## src/rtl/lcd_scanout.sv

```systemverilog
// LCD raster scan-out: walks the 128x240 screen, reads the 4-bit framebuffer
// and streams palette-mapped RGB565 pixels over a valid/ready handshake.
module lcd_scanout #(
   parameter int SCREEN_W   = 128,
   parameter int SCREEN_H   = 240,
   parameter int SCALE_LOG2 = 2
) (
   input  logic        clk,
   input  logic        rst,
   input  logic        start,
   input  logic        abort,
   output logic [5:0]  fb_x,
   output logic [5:0]  fb_y,
   input  logic [3:0]  fb_frame,
   output logic [15:0] px_data,
   output logic        px_valid,
   input  logic        px_ready,
   output logic        busy,
   output logic        frame_done
);

   typedef enum logic [1:0] {
      IDLE,
      FETCH,
      SEND,
      DONE
   } state_t;

   localparam logic [6:0] COL_LAST = 7'(SCREEN_W - 1);
   localparam logic [7:0] ROW_LAST = 8'(SCREEN_H - 1);

   state_t     state;
   logic [6:0] col;
   logic [7:0] row;

   assign fb_x = 6'(row >> SCALE_LOG2);
   assign fb_y = 6'(col >> SCALE_LOG2);
   assign busy = (state != IDLE);

   function automatic logic [15:0] palette(input logic [3:0] idx);
      logic [15:0] c;
      unique case (idx)
         4'd0:  c = 16'h0000;
         4'd1:  c = 16'hFFFF;
         4'd2:  c = 16'hF800;
         4'd3:  c = 16'h07E0;
         4'd4:  c = 16'h001F;
         4'd5:  c = 16'hFFE0;
         4'd6:  c = 16'h07FF;
         4'd7:  c = 16'hF81F;
         4'd8:  c = 16'h8410;
         4'd9:  c = 16'h4208;
         4'd10: c = 16'hFD20;
         4'd11: c = 16'hA145;
         4'd12: c = 16'hFE19;
         4'd13: c = 16'h0010;
         4'd14: c = 16'h0400;
         4'd15: c = 16'h8000;
         default: c = 16'h0000;
      endcase
      return c;
   endfunction

   always_ff @(posedge clk or posedge rst) begin
      if (rst) begin
         state      <= IDLE;
         row        <= '0;
         col        <= '0;
         px_data    <= '0;
         px_valid   <= 1'b0;
         frame_done <= 1'b0;
      end else begin
         frame_done <= 1'b0;
         // abort beats any handshake seen in the same cycle
         if (abort && state != IDLE) begin
            state    <= IDLE;
            px_valid <= 1'b0;
            row      <= '0;
            col      <= '0;
         end else begin
            unique case (state)
               IDLE: begin
                  if (start && !abort) begin
                     state <= FETCH;
                     row   <= '0;
                     col   <= '0;
                  end
               end
               FETCH: begin
                  px_data  <= palette(fb_frame);
                  px_valid <= 1'b1;
                  state    <= SEND;
               end
               SEND: begin
                  if (px_ready) begin
                     px_valid <= 1'b0;
                     if (row == ROW_LAST && col == COL_LAST) begin
                        state      <= DONE;
                        frame_done <= 1'b1;
                     end else begin
                        state <= FETCH;
                        if (col == COL_LAST) begin
                           col <= '0;
                           row <= row + 8'd1;
                        end else begin
                           col <= col + 7'd1;
                        end
                     end
                  end
               end
               DONE: begin
                  row   <= '0;
                  col   <= '0;
                  state <= IDLE;
               end
               default: state <= IDLE;
            endcase
         end
      end
   end

endmodule

```

## config.mk

```make
export PLATFORM = sky130hd
export DESIGN_NAME = lcd_scanout
export DESIGN_NICKNAME = d
export VERILOG_FILES = /design/src/rtl/lcd_scanout.sv
export SDC_FILE = /design/constraint.sdc
export NUM_CORES = 1
export LEC_CHECK = 0
export BUFFER_PORTS_ARGS = -buffer_cell sky130_fd_sc_hd__buf_4
export CAP_MARGIN = 20
export CORE_MARGIN = 5
export CORE_UTILIZATION = 45
export DETAILED_ROUTE_END_ITERATION = 7
export PLACE_DENSITY = 0.71
export SYNTH_ARGS = -nofsm -noshare
export SYNTH_HDL_FRONTEND = slang
export SYNTH_SLANG_ARGS = --single-unit
```

## constraint.sdc

```tcl
create_clock -name clk -period 2.7 [get_ports clk]
set_input_delay 0.27 -clock clk [delete_from_list [all_inputs] [get_ports clk]]
set_output_delay 0.27 -clock clk [all_outputs]
set_load 0.01 [all_outputs]
```

Word level (Yosys, flattened, before mapping):

Memory sizes are Yosys's and may differ from the RTL's. A register that Yosys moved wholly into a read port is not among the register bits.
Index checks and enable logic that the tools add are counted.
Widths: inputs -> output; s select.

* memories kept: 1
* bits in registers: 19
* logic and storage cells: 55
* bits in read-only memories: 256

* equality and inequality tests: 9
* reductions and logical operators: 13
* mux-type cells: 24
* bitwise logic cells: 1
* add/subtract/negate cells: 2

Memory list
* (no name shown): words 16, width 16, rd ports 1, clocked after memory_dff 1, wr ports 0, RTL line 42 `unique case (idx)`

Operators by type and width (number)
* $mux 8: 5
* $mux 7: 5
* $pmux 8 s3: 1
* $pmux 7 s3: 1
* $ne 3x3->1 const B: 4
* $add 8x1->8 const B: 1
* $eq 8x8->1 const B: 1
* $mux 2: 4
* $pmux 2 s4: 1
* $add 7x1->7 const B: 1
* $eq 7x7->1 const B: 1
* $mux 1: 6
* $reduce_and 2->1: 3
* $reduce_and 5->1: 1
* $eq 2x2->1 const B: 2
* $reduce_and 4->1: 1
* $reduce_bool 4->1: 1
* $logic_and 1x1->1: 3
* $reduce_bool 3->1: 1
* $eq 2x1->1 const B: 1
* $logic_not 2->1: 1
* $pmux 1 s2: 1
* $reduce_bool 2->1: 1
* $logic_not 1->1: 1
* $not 1->1: 1

Depth between registers and ports, before layout:

Gate-level depths: netlist (run 1).

* depth in word-level cells: 6
* depth in mapped cells: 9

Worst setup path after synthesis (run 1):

Ideal clock, no wire load.

* path kind: reg-to-reg
* start point: register state[0]
* end point: register col[5]
* setup time: 0.077 ns
* arrival: 1.936 ns
* setup slack: 0.687 ns
* required time: 2.623 ns
* cell stages (with the launch flop): 9
* path buffers: 1
* path through: dfrtp_1 > inv_1 > ha_1 > nand2b_1 > and2_1 > buf_2 > a31o_1 > or4_1 > a21oi_1

* longest elaborated chain between the ends: 4
* elaborated cells between the ends (all ways): 12
* classes of those cells: eq/ne (5); mux (2); reduce/logical (5)

Ends and longest elaborated chain
* start: declaration: RTL line 32 `state_t state;`
* start signal: assignment: RTL line 66 `state <= IDLE;`
* start signal: assignment: RTL line 76 `state <= IDLE;`
* start signal: assignment: RTL line 84 `state <= FETCH;`
* $reduce_bool 2->1: RTL line 75 `if (abort && state != IDLE) begin`
* $logic_and 1x1->1: RTL line 75
* $ne 3x3->1 (no source line) / $reduce_bool 4->1 (equally long branches)
* $reduce_and 4->1 (no source line)
* end signal: assignment: RTL line 106 `col <= col + 7'd1;`
* end: declaration: RTL line 33 `logic [6:0] col;`

Several ways; a longest one is shown, not always the timed one.
A chain may end at the register's enable or synchronous reset.

Final worst setup path (run 1):

Same ends and word-level chain as after synthesis.

==> run summary, run 1 <==
## Synthesis
- 228 — instance count of the mapped netlist
- 43.0% — sequential element share of the synthesized area
- 100% — proportion of synthesized flip-flops having asynchronous set or reset
- dfrtp_1 — prevailing post-synth register cell
- dfrtp_1 — post-synth top area cell
- 0 — YS warnings
- dfrtp_1, ha_1, nor2_1 — top post-synthesis cells by area
- 8.68 µm² — average size of a mapped cell
- 34 — number of flip-flops and latches in the synthesized netlist
- 1980 µm² — Netlist Area Pre-Place
- 43.0% — area fraction of the dominant cell type after synthesis
- 247 — Synthesized Nets
- 42 — number of different library cells in the post-synthesis netlist
- 0 — number of synthesized flops with an enable pin

## Routing
- 143 — initial DRC count
- 4 — DRT Pass-1 Iters
- 0 — Residual DRC
- 4.20 mm — routed wire length
- 1654 — number of vias after detailed routing
- 13.6 µm — Routed WL per cell
- 5.37 — number of vias per cell after detailed routing
- 0 — antenna violation net count after detailed routing

## STA
- 0.719 ns — Worst Max-Slew Pin Slew
- 0.0807 ns — worst hold slack
- 52.0% — worst rel slew slack
- 2.30 ns — fin crit period
- 0 — total of endpoints with negative setup slack in the final report
- 0 — Final Hold Violating Endpoints
- 0 ns — final sum of negative setup slack
- 0 — number of pins with negative max-slew slack in the final report
- 435 MHz — Peak Freq
- false — unrepaired setup endpoints after global routing
- 0.00453 ns — Layout Skew
- 0.400 ns — worst setup margin
- 85.2% — final period utilization

## Final layout
- 0 — count of antenna diodes in the layout
- 851 µm² — sequential cell area
- 21.1% — share of final-layout standard cells stronger than drive strength 1
- 274 — number of nets at the end of the flow
- 2300 µm² — final design area excluding fillers
- 405 — fillers
- 951 µm² — combined area of the multi-input logic cells
- 16.4% — area added between synthesis and finish
- 53.3% — utilization after layout
- 308 — post-layout instance count excluding filler cells

## Power and ir drop
- 1.27 mW — cell-internal power
- 914 nW/µm² — total power per unit cell area
- 46.0% — combinational cell fraction of total power
- 18.3% — clock share of power
- 35.7% — proportion of power drawn by flip-flops and latches
- 1.10 nW — leakage power total
- 2.11 mW — overall power
- 493 µV — Peak supply drop
- 39.6% — switching power share of the total
- 834 µW — power dissipated by switching net loads

## CTS
- 0.29 ns — clock insertion delay at the later pin of the skew report
- clkbuf_8 — library cell used as clock root buffer
- 0 — post-CTS setup buffer count
- 2 — number of levels the H-tree was split into
- 0.07 ns — clock transition at the register clock pins on the worst setup and hold paths after CTS
- 5 — cts bufs inserted
- 34 — CTS sink count
- 0 — number of gates resized after CTS
- 0 — hold bufs inserted after CTS
- 2 — maximum buffer depth of the clock tree
- done — CTS tree

## Floorplan
- 76.3 µm — Die Wd
- 40 — I/O pin count
- 4320 µm² — Core Footprint
- 24 — num rows
- 5820 µm² — Die ar.
- 45.7% — starting density of the core
- 76.3 µm — vertical die dimension

## Run status
- finished clean — status

## Global route
- 0 — number of antenna violations at the first check in global routing
- 7.22 mm — wire length of the first global-routing pass
- 1547 — via count of the first global-routing pass
- 15.2% — All-Layer GR Usage
- 35 — maximum number of pins on one net before global-route repair
- 0 — overall overflow remaining after global route

## Place
- 0.424 ns — worst slack at placement
- 2210 µm² — dpl cell area
- 3.17 mm — detailed-placement wirelength estimate
- 38 — PortBufs
- 0.848 — routability congestion estimate
- 300 — placed cells

## Critical path
- flop — Worst Setup End Kind
- flop — kind of start point of the critical path
- inv_1 -> ha_1 -> nand2b_1 -> and2_1 -> a31o_1 -> or4_1 -> a21oi_1 — cell-by-cell trace of the critical path
- flop to flop — path type of the worst setup path
- 0.53 ns — maximum single-stage delay on the critical path
- 2.91 ns — Crit path required time
- 2.51 ns — worst path arrival time
- 11 — worst-path maximum fanout
- or4_1 — Critical-path top delay cell

## Flow run
- 0 — maxcap violations

## Min path
- input pin to asynchronous set/reset pin — class of the tightest hold or removal check

==> logic make-up (layout without fill, tap and decap cells) <==
family | Yosys count | in the layout | share of synthesized area [%]
AOI/OAI and AO/OA | 61 | 61 | 19.1
buffers and inverters | 31 | 59 | 8.92
other | 1 | 1 | 0.190
and+or+nand+nor | 87 | 87 | 20.3
adders and majority gates | 10 | 10 | 6.33
muxes | 4 | 4 | 2.15
DFF | 34 | 34 | 43.0
==> registers in the layout, summed over array words and instances, names as in the netlist <==
| name | cells |
|---|---|
| frame_done | 1 |
| px_valid | 1 |
| px_data | 15 |
| col | 7 |
| state | 2 |
| row | 8 |
==> worst max-delay path, delay by kind of cell, from the launching register on <==
kind,cells,cell delay (ns)
flip-flops,1,0.41
AO/OA/AOI/OAI,2,0.49
buffers and inverters,1,0.09
adder cells (fa/ha/maj),1,0.22
AND/OR/NAND/NOR,3,1.01
==> layout by cell type (no fill, tap or decap), types with 2 or more instances in the layout <==
master,count
a21o_1,2
a21oi_1,18
a31oi_1,3
and3_1,2
buf_4,41
clkbuf_8,6
dfrtp_1,34
ha_1,10
inv_1,9
mux2_2,2
mux2i_1,2
nand2_1,26
nand2b_1,4
nand3_1,11
nand3b_1,2
nor2_1,31
nor3_1,2
o21a_1,2
o21ai_0,6
o21ai_1,11
o31ai_1,11
==> synth_stat cells (2+ instances only) <==
master,count
mux2_2,2
ha_1,10
o21ai_0,6
clkbuf_1,4
nand2b_1,4
o21a_1,2
and3_1,2
mux2i_1,2
buf_2,3
nand3b_1,2
a31oi_1,3
dfrtp_1,34
inv_1,9
nand3_1,11
nand2_1,26
o31ai_1,11
o21ai_1,11
nor2_1,31
nor3_1,2
a21o_1,2
a21oi_1,18
buf_4,13
==> path summary, 6_finish.rpt <==
| path | startpoint | endpoint | slack [ns] | cells past startpoint |
|---|---|---|---|---|
| max | state[0]$_DFFE_PP0P_ | col[5]$_DFFE_PP0P_ | 0.40 | 7 |
| min | rst | row[5]$_DFFE_PP0P_ | 0.08 | 3 |
| max reg2reg | state[0]$_DFFE_PP0P_ | col[5]$_DFFE_PP0P_ | 0.40 | 7 |
| min reg2reg | px_data[2]$_DFFE_PP0P_ | px_data[2]$_DFFE_PP0P_ | 0.47 | 2 |
| max in group asynchronous | rst | col[5]$_DFFE_PP0P_ | 2.30 | 3 |
| min in group clk | px_ready | frame_done$_DFF_PP0_ | 0.25 | 3 |
==> cell type report <==
| class | instances | area share (%) |
|---|---|---|
| inverters | 10 | 1.63 |
| clock inverters | 1 | 0.217 |
| well taps | 52 | 2.82 |
| multi-input cells | 163 | 41.3 |
| repair buffers | 41 | 13.4 |
| clock buffers | 7 | 3.75 |
| flip-flops and latches | 34 | 36.9 |
==> power by group through the flow <==
stage / logic (mW) / clock network, mW / registers, mW
final: 0.968 / 0.386 / 0.751
after floorplan: 0.572 / 0 / 0.802
after global routing: 1.08 / 0.423 / 0.773
after global placement: 0.958 / 0 / 0.756
after CTS: 0.981 / 0.403 / 0.753
after detailed placement: 0.975 / 0 / 0.762
==> metal layers <==
| metal | global-route usage (%) | wire [µm] | vias to the layer above |
|---|---|---|---|
| met2 | 22.5 | 1840 | 46 |
| met1 | 20.2 | 2010 | 769 |
| met3 | 5.08 | 266 | 6 |
| met4 | 6.29 | 81 | 0 |
| met5 | 0 | 0 | - |
| li1 | - | - | 833 |
Note: power is estimated with default switching activity, not from simulation.
==> run 2: changes to the inputs <==
- REMOVE_ABC_BUFFERS: default -> 1
==> run summary, run 2 (synthesis gave the netlist of run 1 again) <==
## Global route
- 0 — overall overflow remaining after global route, unchanged
- 7.40 mm — wire length of the first global-routing pass, +2.5%
- 15.3% — All-Layer GR Usage, +0.12 points
- 35 — maximum number of pins on one net before global-route repair, unchanged
- 0 — number of antenna violations at the first check in global routing, unchanged
- 1611 — via count of the first global-routing pass, +4.1%

## Routing
- 146 — initial DRC count, +2.1%
- 5.36 — number of vias per cell after detailed routing, -0.22%
- 4.15 mm — routed wire length, -1.1%
- 13.5 µm — Routed WL per cell, -0.80%
- 1645 — number of vias after detailed routing, -0.54%
- 4 — DRT Pass-1 Iters, unchanged
- 0 — antenna violation net count after detailed routing, unchanged
- 0 — Residual DRC, unchanged

## Final layout
- px_data (15), row (8), col (7) — largest registers
- buf_4, dfrtp_1, nor2_1 — leading cell types in the layout, fill and taps excluded
- 15.7% — area added between synthesis and finish
- 0 — count of antenna diodes in the layout, unchanged
- 20.4% — share of final-layout standard cells stronger than drive strength 1, -0.70 points
- buf_4 — leading cell type in the layout, fill and taps excluded
- 307 — post-layout instance count excluding filler cells, -0.32%
- 15 — max reg flops, unchanged
- px_data — register ranked first by flip-flop count
- 52.9% — utilization after layout, -0.35 points
- 274 — number of nets at the end of the flow, unchanged

## STA
- 0 — number of pins with negative max-slew slack in the final report, unchanged
- 0 — Final Hold Violating Endpoints, unchanged
- 434 MHz — Peak Freq, -0.12%
- 2.30 ns — fin crit period, +0.00282 ns
- 0.734 ns — Worst Max-Slew Pin Slew, +0.0149 ns
- 0 ns — final sum of negative setup slack, unchanged
- 0 — total of endpoints with negative setup slack in the final report, unchanged
- 0.00132 ns — Layout Skew, -0.00321 ns
- false — unrepaired setup endpoints after global routing
- 51.1% — worst rel slew slack, -0.99 points
- 85.3% — final period utilization, +0.10 points
- 0.0789 ns — worst hold slack, -0.00181 ns

## CTS
- 0.28 ns — clock insertion delay at the later pin of the skew report, about the same
- 2 — maximum buffer depth of the clock tree, unchanged
- 2 — number of levels the H-tree was split into, unchanged
- 0 — number of gates resized after CTS, unchanged
- done — CTS tree
- 5 — cts bufs inserted, unchanged
- 0.06 ns — clock transition at the register clock pins on the worst setup and hold paths after CTS, about the same
- 0 — hold bufs inserted after CTS, unchanged
- 34 — CTS sink count, unchanged
- clkbuf_8 — library cell used as clock root buffer
- 0 — post-CTS setup buffer count, unchanged

## Floorplan
- 24 — num rows, unchanged
- 76.3 µm — Die Wd, unchanged
- 45.7% — starting density of the core, unchanged
- 40 — I/O pin count, unchanged
- 4320 µm² — Core Footprint, unchanged
- 5820 µm² — Die ar., unchanged
- 76.3 µm — vertical die dimension, unchanged

## Min path
- input pin to asynchronous set/reset pin — class of the tightest hold or removal check

## Flow run
- 0 — maxcap violations, unchanged

## Run status
- finished clean — status

## Critical path
- 0.40 ns — Reg2Reg Setup Slack, about the same
- 2.51 ns — worst path arrival time, about the same
- flop — kind of start point of the critical path
- 11 — worst-path maximum fanout, unchanged
- flop — Worst Setup End Kind
- 2.91 ns — Crit path required time, about the same
- flop to flop — path type of the worst setup path

## Power and ir drop
- 1.09 nW — leakage power total, -0.91%
- 903 nW/µm² — total power per unit cell area, -1.2%
- 425 µV — Peak supply drop, -14%

## Place
- 3.09 mm — detailed-placement wirelength estimate, -2.6%
- 38 — PortBufs, unchanged
- 0.873 — routability congestion estimate, +2.9%
- 300 — placed cells, unchanged

## run 2: final timing paths
path,from,endpoint,cells after the start
worst min-delay path,rst,px_data[4]$_DFFE_PP0P_,3
max in group asynchronous,rst,col[6]$_DFFE_PP0P_,3
min in group clk,px_ready,frame_done$_DFF_PP0_,3
worst max-delay path,state[0]$_DFFE_PP0P_,col[5]$_DFFE_PP0P_,7
worst max register to register,state[0]$_DFFE_PP0P_,col[5]$_DFFE_PP0P_,7
worst min register to register,px_data[0]$_DFFE_PP0P_,px_data[0]$_DFFE_PP0P_,2
## run 2: cell type report
| class | instances | area, µm² |
|---|---|---|
| clock buffer | 7 | 76.3 |
| multi-input combinational | 163 | 951 |
| tap | 52 | 65.1 |
| inverter | 10 | 37.5 |
| timing repair buffer | 41 | 308 |
| sequential | 34 | 851 |
| fill | 422 | 2040 |
## run 2: metrics by stage
stage	setup WS [ns]	power [mW]	area [µm²]
2_1_floorplan	0.603	1.33	1840
3_3_place_gp	0.515	1.71	2210
3_5_place_dp	0.413	1.73	2210
4_1_cts	0.410	2.09	2290
5_1_grt	0.218	2.23	2290
6_report	0.397	2.07	2290
## run 2: power by group
part / total, mW / switching (mW) / internal [mW] / leakage (nW)
Sequential: 0.751 / 0.0954 / 0.656 / 0.436
Clock: 0.346 / 0.168 / 0.177 / 0.0383
Combinational: 0.970 / 0.559 / 0.411 / 0.612
## run 2: worst max-delay path, stage by stage (launching register included)
cell      delay, ns
dfrtp_1        0.41
inv_1          0.09
ha_1           0.22
nand2b_1       0.20
and2_1         0.29
a31o_1         0.33
or4_1          0.53
a21oi_1        0.15
## run 2: layer usage
| metal | vias to the layer above | track usage (%) | share of wire [%] |
|---|---|---|---|
| met4 | 0 | 7.69 | 2.0 |
| met3 | 7 | 3.19 | 3.7 |
| met1 | 778 | 19.6 | 48 |
| met5 | - | 0 | 0 |
| met2 | 30 | 24.3 | 46 |
| li1 | 830 | - | - |
